**config.mk**
```make
export PLATFORM = sky130hd
export DESIGN_NAME = fifo_stream_reader_flat
export DESIGN_NICKNAME = d
export VERILOG_FILES = /design/src/rtl/fifo_stream_reader_if.sv /design/src/rtl/fifo_stream_reader.sv /design/src/flat_wrapper.sv
export SDC_FILE = /design/constraint.sdc
export NUM_CORES = 1
export LEC_CHECK = 0
export CORE_ASPECT_RATIO = 0.9
export CORE_MARGIN = 10
export CORE_UTILIZATION = 51
export CTS_BUF_LIST = sky130_fd_sc_hd__clkbuf_8
export DETAILED_ROUTE_END_ITERATION = 16
export GPL_TIMING_DRIVEN = 0
export PLACE_DENSITY = 0.81
export SYNTH_ARGS = -nofsm -noshare
export SYNTH_HDL_FRONTEND = slang
export SYNTH_SLANG_ARGS = --single-unit
```
**constraint.sdc**
```tcl
create_clock -name clk -period 2 [get_ports clk]
set_input_delay 0.5 -clock clk [delete_from_list [all_inputs] [get_ports clk]]
set_output_delay 0.5 -clock clk [all_outputs]
set_load 0.02 [all_outputs]
```
**src/rtl/fifo_stream_reader_if.sv**
```systemverilog
// FIFO read port plus downstream valid/ready stream, bundled for the stream reader.
// Pure wiring: no latency of its own.
// Backpressure is carried on m_ready; the FIFO side is throttled through fifo_rd_en.
interface fifo_stream_reader_if #(
    parameter int DATA_W = 8
);
    logic              fifo_empty;
    logic              fifo_rd_en;
    logic [DATA_W-1:0] fifo_rd_data;
    logic              m_valid;
    logic [DATA_W-1:0] m_data;
    logic              m_ready;

    modport master (
        input  fifo_empty,
        input  fifo_rd_data,
        input  m_ready,
        output fifo_rd_en,
        output m_valid,
        output m_data
    );

    modport slave (
        output fifo_empty,
        output fifo_rd_data,
        output m_ready,
        input  fifo_rd_en,
        input  m_valid,
        input  m_data
    );
endinterface

```
**src/rtl/fifo_stream_reader.sv**
```systemverilog
// Pops a 1-cycle-latency FIFO and re-presents its words on a valid/ready stream.
// Latency: pop issued at edge N gives m_valid/m_data after edge N+1; 1 word/cycle sustained.
// Backpressure: 2-entry buffer; pops are credit-limited so at most 2 words are buffered or in flight.
module fifo_stream_reader #(
    parameter int DATA_W = 8,
    parameter int CNT_W  = 16
) (
    input  logic                 clk,
    input  logic                 rst_n,
    input  logic                 en,
    fifo_stream_reader_if.master sif,
    output logic [CNT_W-1:0]     rd_count
);

    typedef enum logic [1:0] {
        EMPTY = 2'd0,
        ONE   = 2'd1,
        TWO   = 2'd2
    } state_t;

    state_t            state;
    logic              inflight;
    logic              valid_q;
    logic [DATA_W-1:0] head_dat;
    logic [DATA_W-1:0] tail_dat;
    logic [1:0]        occ;
    logic              pop;
    logic              credit_ok;
    logic              issue;

    assign occ = state;
    assign pop = valid_q && sif.m_ready;

    // occ + inflight - pop < 2, rearranged to stay unsigned
    assign credit_ok = ({1'b0, occ} + {2'b0, inflight}) < (3'd2 + {2'b0, pop});
    assign issue     = rst_n && en && !sif.fifo_empty && credit_ok;

    assign sif.fifo_rd_en = issue;
    assign sif.m_valid    = valid_q;
    assign sif.m_data     = head_dat;

    always_ff @(posedge clk or negedge rst_n) begin
        if (!rst_n) begin
            state    <= EMPTY;
            inflight <= 1'b0;
            valid_q  <= 1'b0;
            head_dat <= '0;
            tail_dat <= '0;
            rd_count <= '0;
        end else begin
            inflight <= issue;
            if (pop) begin
                rd_count <= rd_count + CNT_W'(1);
            end
            case (state)
                EMPTY: begin
                    if (inflight) begin
                        head_dat <= sif.fifo_rd_data;
                        valid_q  <= 1'b1;
                        state    <= ONE;
                    end
                end
                ONE: begin
                    if (inflight && !pop) begin
                        tail_dat <= sif.fifo_rd_data;
                        state    <= TWO;
                    end else if (inflight && pop) begin
                        head_dat <= sif.fifo_rd_data;
                    end else if (pop) begin
                        valid_q <= 1'b0;
                        state   <= EMPTY;
                    end
                end
                TWO: begin
                    // capture without pop cannot happen here: credit rule blocks the issue
                    if (pop) begin
                        head_dat <= tail_dat;
                        if (inflight) begin
                            tail_dat <= sif.fifo_rd_data;
                        end else begin
                            state <= ONE;
                        end
                    end
                end
                default: begin
                    valid_q <= 1'b0;
                    state   <= EMPTY;
                end
            endcase
        end
    end

endmodule

```
**src/flat_wrapper.sv**
```systemverilog
// flat-port wrapper written by rule: the top's interface ports become plain ports
module fifo_stream_reader_flat 
#(
    parameter int DATA_W = 8,
    parameter int CNT_W  = 16
)
  (clk, rst_n, en, rd_count, sif_fifo_empty, sif_fifo_rd_data, sif_m_ready, sif_fifo_rd_en, sif_m_valid, sif_m_data);
  fifo_stream_reader_if #(.DATA_W(DATA_W)) sif_i ();
  input  logic clk;
  input  logic rst_n;
  input  logic en;
  output logic [CNT_W-1:0] rd_count;
  input wire logic [$bits(sif_i.fifo_empty)-1:0] sif_fifo_empty;
  input wire logic [$bits(sif_i.fifo_rd_data)-1:0] sif_fifo_rd_data;
  input wire logic [$bits(sif_i.m_ready)-1:0] sif_m_ready;
  output wire logic [$bits(sif_i.fifo_rd_en)-1:0] sif_fifo_rd_en;
  output wire logic [$bits(sif_i.m_valid)-1:0] sif_m_valid;
  output wire logic [$bits(sif_i.m_data)-1:0] sif_m_data;
  assign sif_i.fifo_empty = sif_fifo_empty;
  assign sif_i.fifo_rd_data = sif_fifo_rd_data;
  assign sif_i.m_ready = sif_m_ready;
  assign sif_fifo_rd_en = sif_i.fifo_rd_en;
  assign sif_m_valid = sif_i.m_valid;
  assign sif_m_data = sif_i.m_data;
  fifo_stream_reader #(.DATA_W(DATA_W), .CNT_W(CNT_W)) u_core (.clk(clk), .rst_n(rst_n), .en(en), .sif(sif_i), .rd_count(rd_count));
endmodule
```
* Word level (Yosys, flattened, before mapping) *
Index checks and enable logic that the tools add are counted.

cells by class
  add/subtract/negate cells = 3
  $lt $le $gt $ge = 1
  eq/ne operators = 13
  muxes and demuxes = 20
  bitwise operators = 1
  reductions and logical operators = 15

operators with widths
  cell                     number
  $mux W8                  6
  $pmux W8 S3              1
  $add A16 B1 Y16 const B  1
  $pmux W8 S2              1
  $reduce_and A5 Y1        3
  $mux W2                  6
  $ne A2 B1 Y1 const B     6
  $logic_and A1 B1 Y1      6
  $ne A2 B2 Y1 const B     3
  $pmux W2 S3              1
  $mux W1                  4
  $reduce_and A4 Y1        1
  $add A2 B1 Y3            1
  $add A2 B1 Y3 const A    1
  $lt A3 B3 Y1             1
  $ne A3 B1 Y1 const B     1
  $ne A3 B2 Y1 const B     1
  $pmux W1 S3              1
  $reduce_bool A3 Y1       1
  $eq A2 B1 Y1 const B     1
  $eq A2 B2 Y1 const B     1
  $logic_not A1 Y1         2
  $logic_not A2 Y1         1
  $reduce_bool A2 Y1       1
  $not A1 Y1               1

storage, ports and cells
  bits in registers = 36
  input bits = 13
  output and inout bits = 26
  word-level logic and storage cells = 59

* Longest topological paths before layout *
  depth in word-level cells = 5
  gate-level depth with buffers = 5
  depth with buffers taken out = 5

* Least setup slack after synthesis *
Ideal clock, no wire load.

  path type = reg-to-output
  from = register u_core.inflight
  to = output port sif_fifo_rd_en
  arrival time = 1.746 ns
  required time = 1.500 ns
  slack = -0.246 ns
  stages on the path, launching flop included = 5
  buffers on the path = 0
  path through = dfrtp_1 > ha_1 > ha_1 > o21ai_0 > nor4b_1

between the ends
  word-level cells in the longest chain between the ends = 3

RTL lines
  element                   line                      text
  start: declaration        fifo_stream_reader.sv:22  logic inflight;
  start signal: assignment  fifo_stream_reader.sv:51  inflight <= issue;
  $add A2 B1 Y3             fifo_stream_reader.sv:35  assign credit_ok = ({1'b0, occ} + {2'b0, inflight}) < (3'd2 + {2'b0, pop});
  $lt A3 B3 Y1              fifo_stream_reader.sv:35
  $logic_and A1 B1 Y1       fifo_stream_reader.sv:36  assign issue = rst_n && en && !sif.fifo_empty && credit_ok;
  end: declaration          flat_wrapper.sv:16        output wire logic [$bits(sif_i.fifo_rd_en)-1:0] sif_fifo_rd_en;

Every way passes these cells.

* Worst setup path in the final report *
Same ends and word-level chain as after synthesis.

==> impl_results.md <==
* Clk_skew at 0.004403 ns
* Reg2reg setup slack at 0.21 ns
* Die area at 6040 um2
* Synth top area cells: dfrtp_1 (53%), mux2_2 (17%), xnor2_1 (4.1%)
* Setup Viol. Count Final at 1
* Largest net degree at the start of global routing at 38
* Filler Cell Count at 217
* ANT nets after route at 0
* Synthesized instance count at 133
* Hpwl dp at 2492 um
* Layout area overhead at 35.15%
* Placed Instances at 213
* Yosys cell types at 30
* Net count after synthesis at 149
* Leakage power at 1.032 nW
* Initial antenna violation count at 0
* Via density at 5.182
* Clk pin slew, worst setup/hold paths at 0.07 ns
* YS warnings at 0
* Via count at 1166
* Util after Layout at 73.68%
* Slew Limit Fails at 0
* Avg Inst Size Synth at 12.77 um2
* Total GRT Usage at 12.17%
* Std cell rows at 19
* Critical Path AT at 1.59 ns
* Yosys top cell area share at 53.06%
* Worst hold slack at 0.1560 ns
* Core area at 3114 um2
* Clock Latency Late Sink at 0.29 ns
* Critical path data required time at 1.50 ns
* Crit path buf inv count at 1
* Layout Cells excl Fill at 225
* Worst Hold Class: input port to asynchronous set/reset pin
* Final RePlAce weighted congestion at 0.8232
* CP Cell Sequence: ha_4 > ha_4 > o21ai_2 > nor4b_4 > buf_4
* RSZ-0062 raised after global routing: yes
* # clock sinks at 36
* P per Cell Area at 1207 nW/um2
* Die extent in x at 80.82 um
* Final Hold Viols at 0
* H-Tree Depth at 2
* IO buf count at 38
* DP Area at 2132 um2
* Fin crit period at 2.089 ns
* CTS root buffer: clkbuf_8
* Status: finished with violations
* Design Area, Final at 2295 um2
* Max FO, Critical Path at 2
* Worst setup margin at -0.08873 ns
* DRT Pass-1 Iters at 4
* CP Capture Type: output port
* Post-synthesis sequential area ratio at 53.06%
* Seq cells post-synth at 36
* R2R depth at 5
* Fin crit share at 104.4%
* Final wirelength at 3453 um
* Cell taking the most area after synthesis: dfrtp_1
* Die height at 74.74 um
* Residual DRC count at 0
* Top delay family on crit path: flip-flops
* Hold-fix buffers at CTS at 0
* Critical path class: flip-flop to output port
* Max Cap Viol at 0
* Max IR drop VDD at 827.6 uV
* Worst setup SP type: flip-flop
* Design Power at 2.770 mW
* Tightest Pin Transition at 0.4579 ns
* Fmax at 478.8 MHz
* Nets@finish at 198
* Total gr overflow at 0
* Starting DRT DRC Count at 27
* WP depth at 5
* Critical R2R Capture: u_core.sif.m_data[4]
* Vias in the first global route at 1217
* Most frequent CP cell: ha_4
* Failing checks: setup timing
* WL/cell at 15.35 um
* Post-synthesis instance area at 1698 um2
* Crit-path max cell delay at 0.43 ns
* Initial Util at 54.52%
* Relative slew slack at 69.47%
* # diodes at 0
* Maximum buffer depth of the clock tree at 2
* CTS Buf Count at 5
* Slowest library cell on the worst path: dfrtp_2
* TritonCTS clock tree: done
* First-pass GRT wire length at 5664 um
* Share of cells above drive strength 1 at 28.96%
* IO Pins at 39
* Worst reg2reg startpoint: u_core.inflight
## metrics by stage
| step | setup slack [ns] | TNS (ns) |
|---|---|---|
| global route | -0.1647 | -0.1647 |
| finish | -0.08873 | -0.08873 |
| floorplan | 0.06671 | 0 |
| CTS | -0.06883 | -0.06883 |
| detailed placement | -0.8796 | -3.731 |
| global placement | -1.745 | -17.87 |
## layout make-up
type / instances / area (um2) / share of cell area, %
flip-flops and latches: 36 / 902.1 / 39.31
inverters: 4 / 15.01 / 0.6543
multi-input cells: 92 / 823.3 / 35.88
plain buffers: 1 / 5.005 / 0.2181
clock buffers: 6 / 82.58 / 3.599
repair buffers: 42 / 406.6 / 17.72
clock inverters: 2 / 7.507 / 0.3272
well taps: 42 / 52.55 / 2.290
## synth_stat cells
| library cell | count |
|---|---|
| nor2b_2 | 1 |
| nor2_1 | 5 |
| and2_1 | 1 |
| or3_4 | 1 |
| and2_4 | 1 |
| nand4_1 | 3 |
| buf_2 | 1 |
| o2bb2ai_1 | 1 |
| nand2_1 | 13 |
| a21boi_4 | 1 |
| o22ai_1 | 1 |
| o21ai_0 | 3 |
| nor2b_1 | 1 |
| mux2_2 | 25 |
| nor4_1 | 1 |
| nand3_4 | 1 |
| nor4b_1 | 1 |
| nor3_2 | 2 |
| nand3_1 | 1 |
| and4_1 | 1 |
| xor2_1 | 8 |
| a21oi_1 | 2 |
| nor3_1 | 3 |
| o21ai_4 | 1 |
| and3_1 | 2 |
| dfrtp_1 | 36 |
| nand4_4 | 1 |
| xnor2_1 | 8 |
| ha_1 | 3 |
| inv_1 | 4 |
## routing by layer
layer,up-vias,GRT usage [%],routed length (um)
met5,-,0,0
met2,33,19.61,1611
met1,563,12.67,1409
met4,0,7.294,61
li1,565,-,-
met3,5,6.071,370
## cell usage in the layout, fill, tap and decap left out, types with 2 or more instances in the layout
| master | synthesis | routed |
|---|---|---|
| a21oi_1 | 2 | 2 |
| nor3_1 | 3 | 3 |
| and3_1 | 2 | 2 |
| buf_4 | 0 | 6 |
| nand4_1 | 3 | 3 |
| dfrtp_1 | 36 | 35 |
| o21ai_0 | 3 | 2 |
| nor2_1 | 5 | 5 |
| nor3_2 | 2 | 2 |
| mux2_2 | 25 | 25 |
| xnor2_1 | 8 | 8 |
| clkbuf_8 | 0 | 6 |
| ha_4 | 0 | 2 |
| nand2_1 | 13 | 12 |
| clkdlybuf4s50_1 | 0 | 34 |
| inv_1 | 4 | 6 |
| xor2_1 | 8 | 8 |
## state kept, by name, summed over array words and instances, names as in the netlist
signal / cells
u_core.rd_count: 16
u_core.sif.m_data: 8
u_core.tail_dat: 8
u_core.occ: 2
u_core.inflight: 1
u_core.sif.m_valid: 1
## cell families (layout without fill, tap and decap cells)
kind of cell | Yosys count | after routing | synth area share [%]
compound gates | 9 | 9 | 4.422
flops | 36 | 36 | 53.06
buf+inv | 5 | 55 | 1.179
simple gates | 39 | 39 | 14.30
fa+ha+maj | 3 | 3 | 2.211
xor+xnor | 16 | 16 | 8.254
mux | 25 | 25 | 16.58
## power by group
part / internal, mW / switching [mW] / leakage, nW
sequential: 0.975 / 0.215 / 0.452
combinational: 0.570 / 0.494 / 0.526
clock: 0.270 / 0.245 / 0.0538
total: 1.82 / 0.954 / 1.03
## how the worst max path moves through the flow
stage / start / endpoint / slack (ns)
after floorplan: u_core.inflight / sif_fifo_rd_en / 0.07
after global placement: rst_n / sif_fifo_rd_en / -1.75
after detailed placement: sif_m_ready / sif_fifo_rd_en / -0.88
after CTS: u_core.occ[0] / sif_fifo_rd_en / -0.07
after global routing: u_core.occ[0] / sif_fifo_rd_en / -0.16
final: u_core.inflight / sif_fifo_rd_en / -0.09
## repair_timing
item,CTS,global route
buffers inserted,3,1
pin swaps,2,0
gates cloned,0,0
endpoints found under the setup margin,1,2
resized for setup,16,1
(Power assumes the default switching activity.)
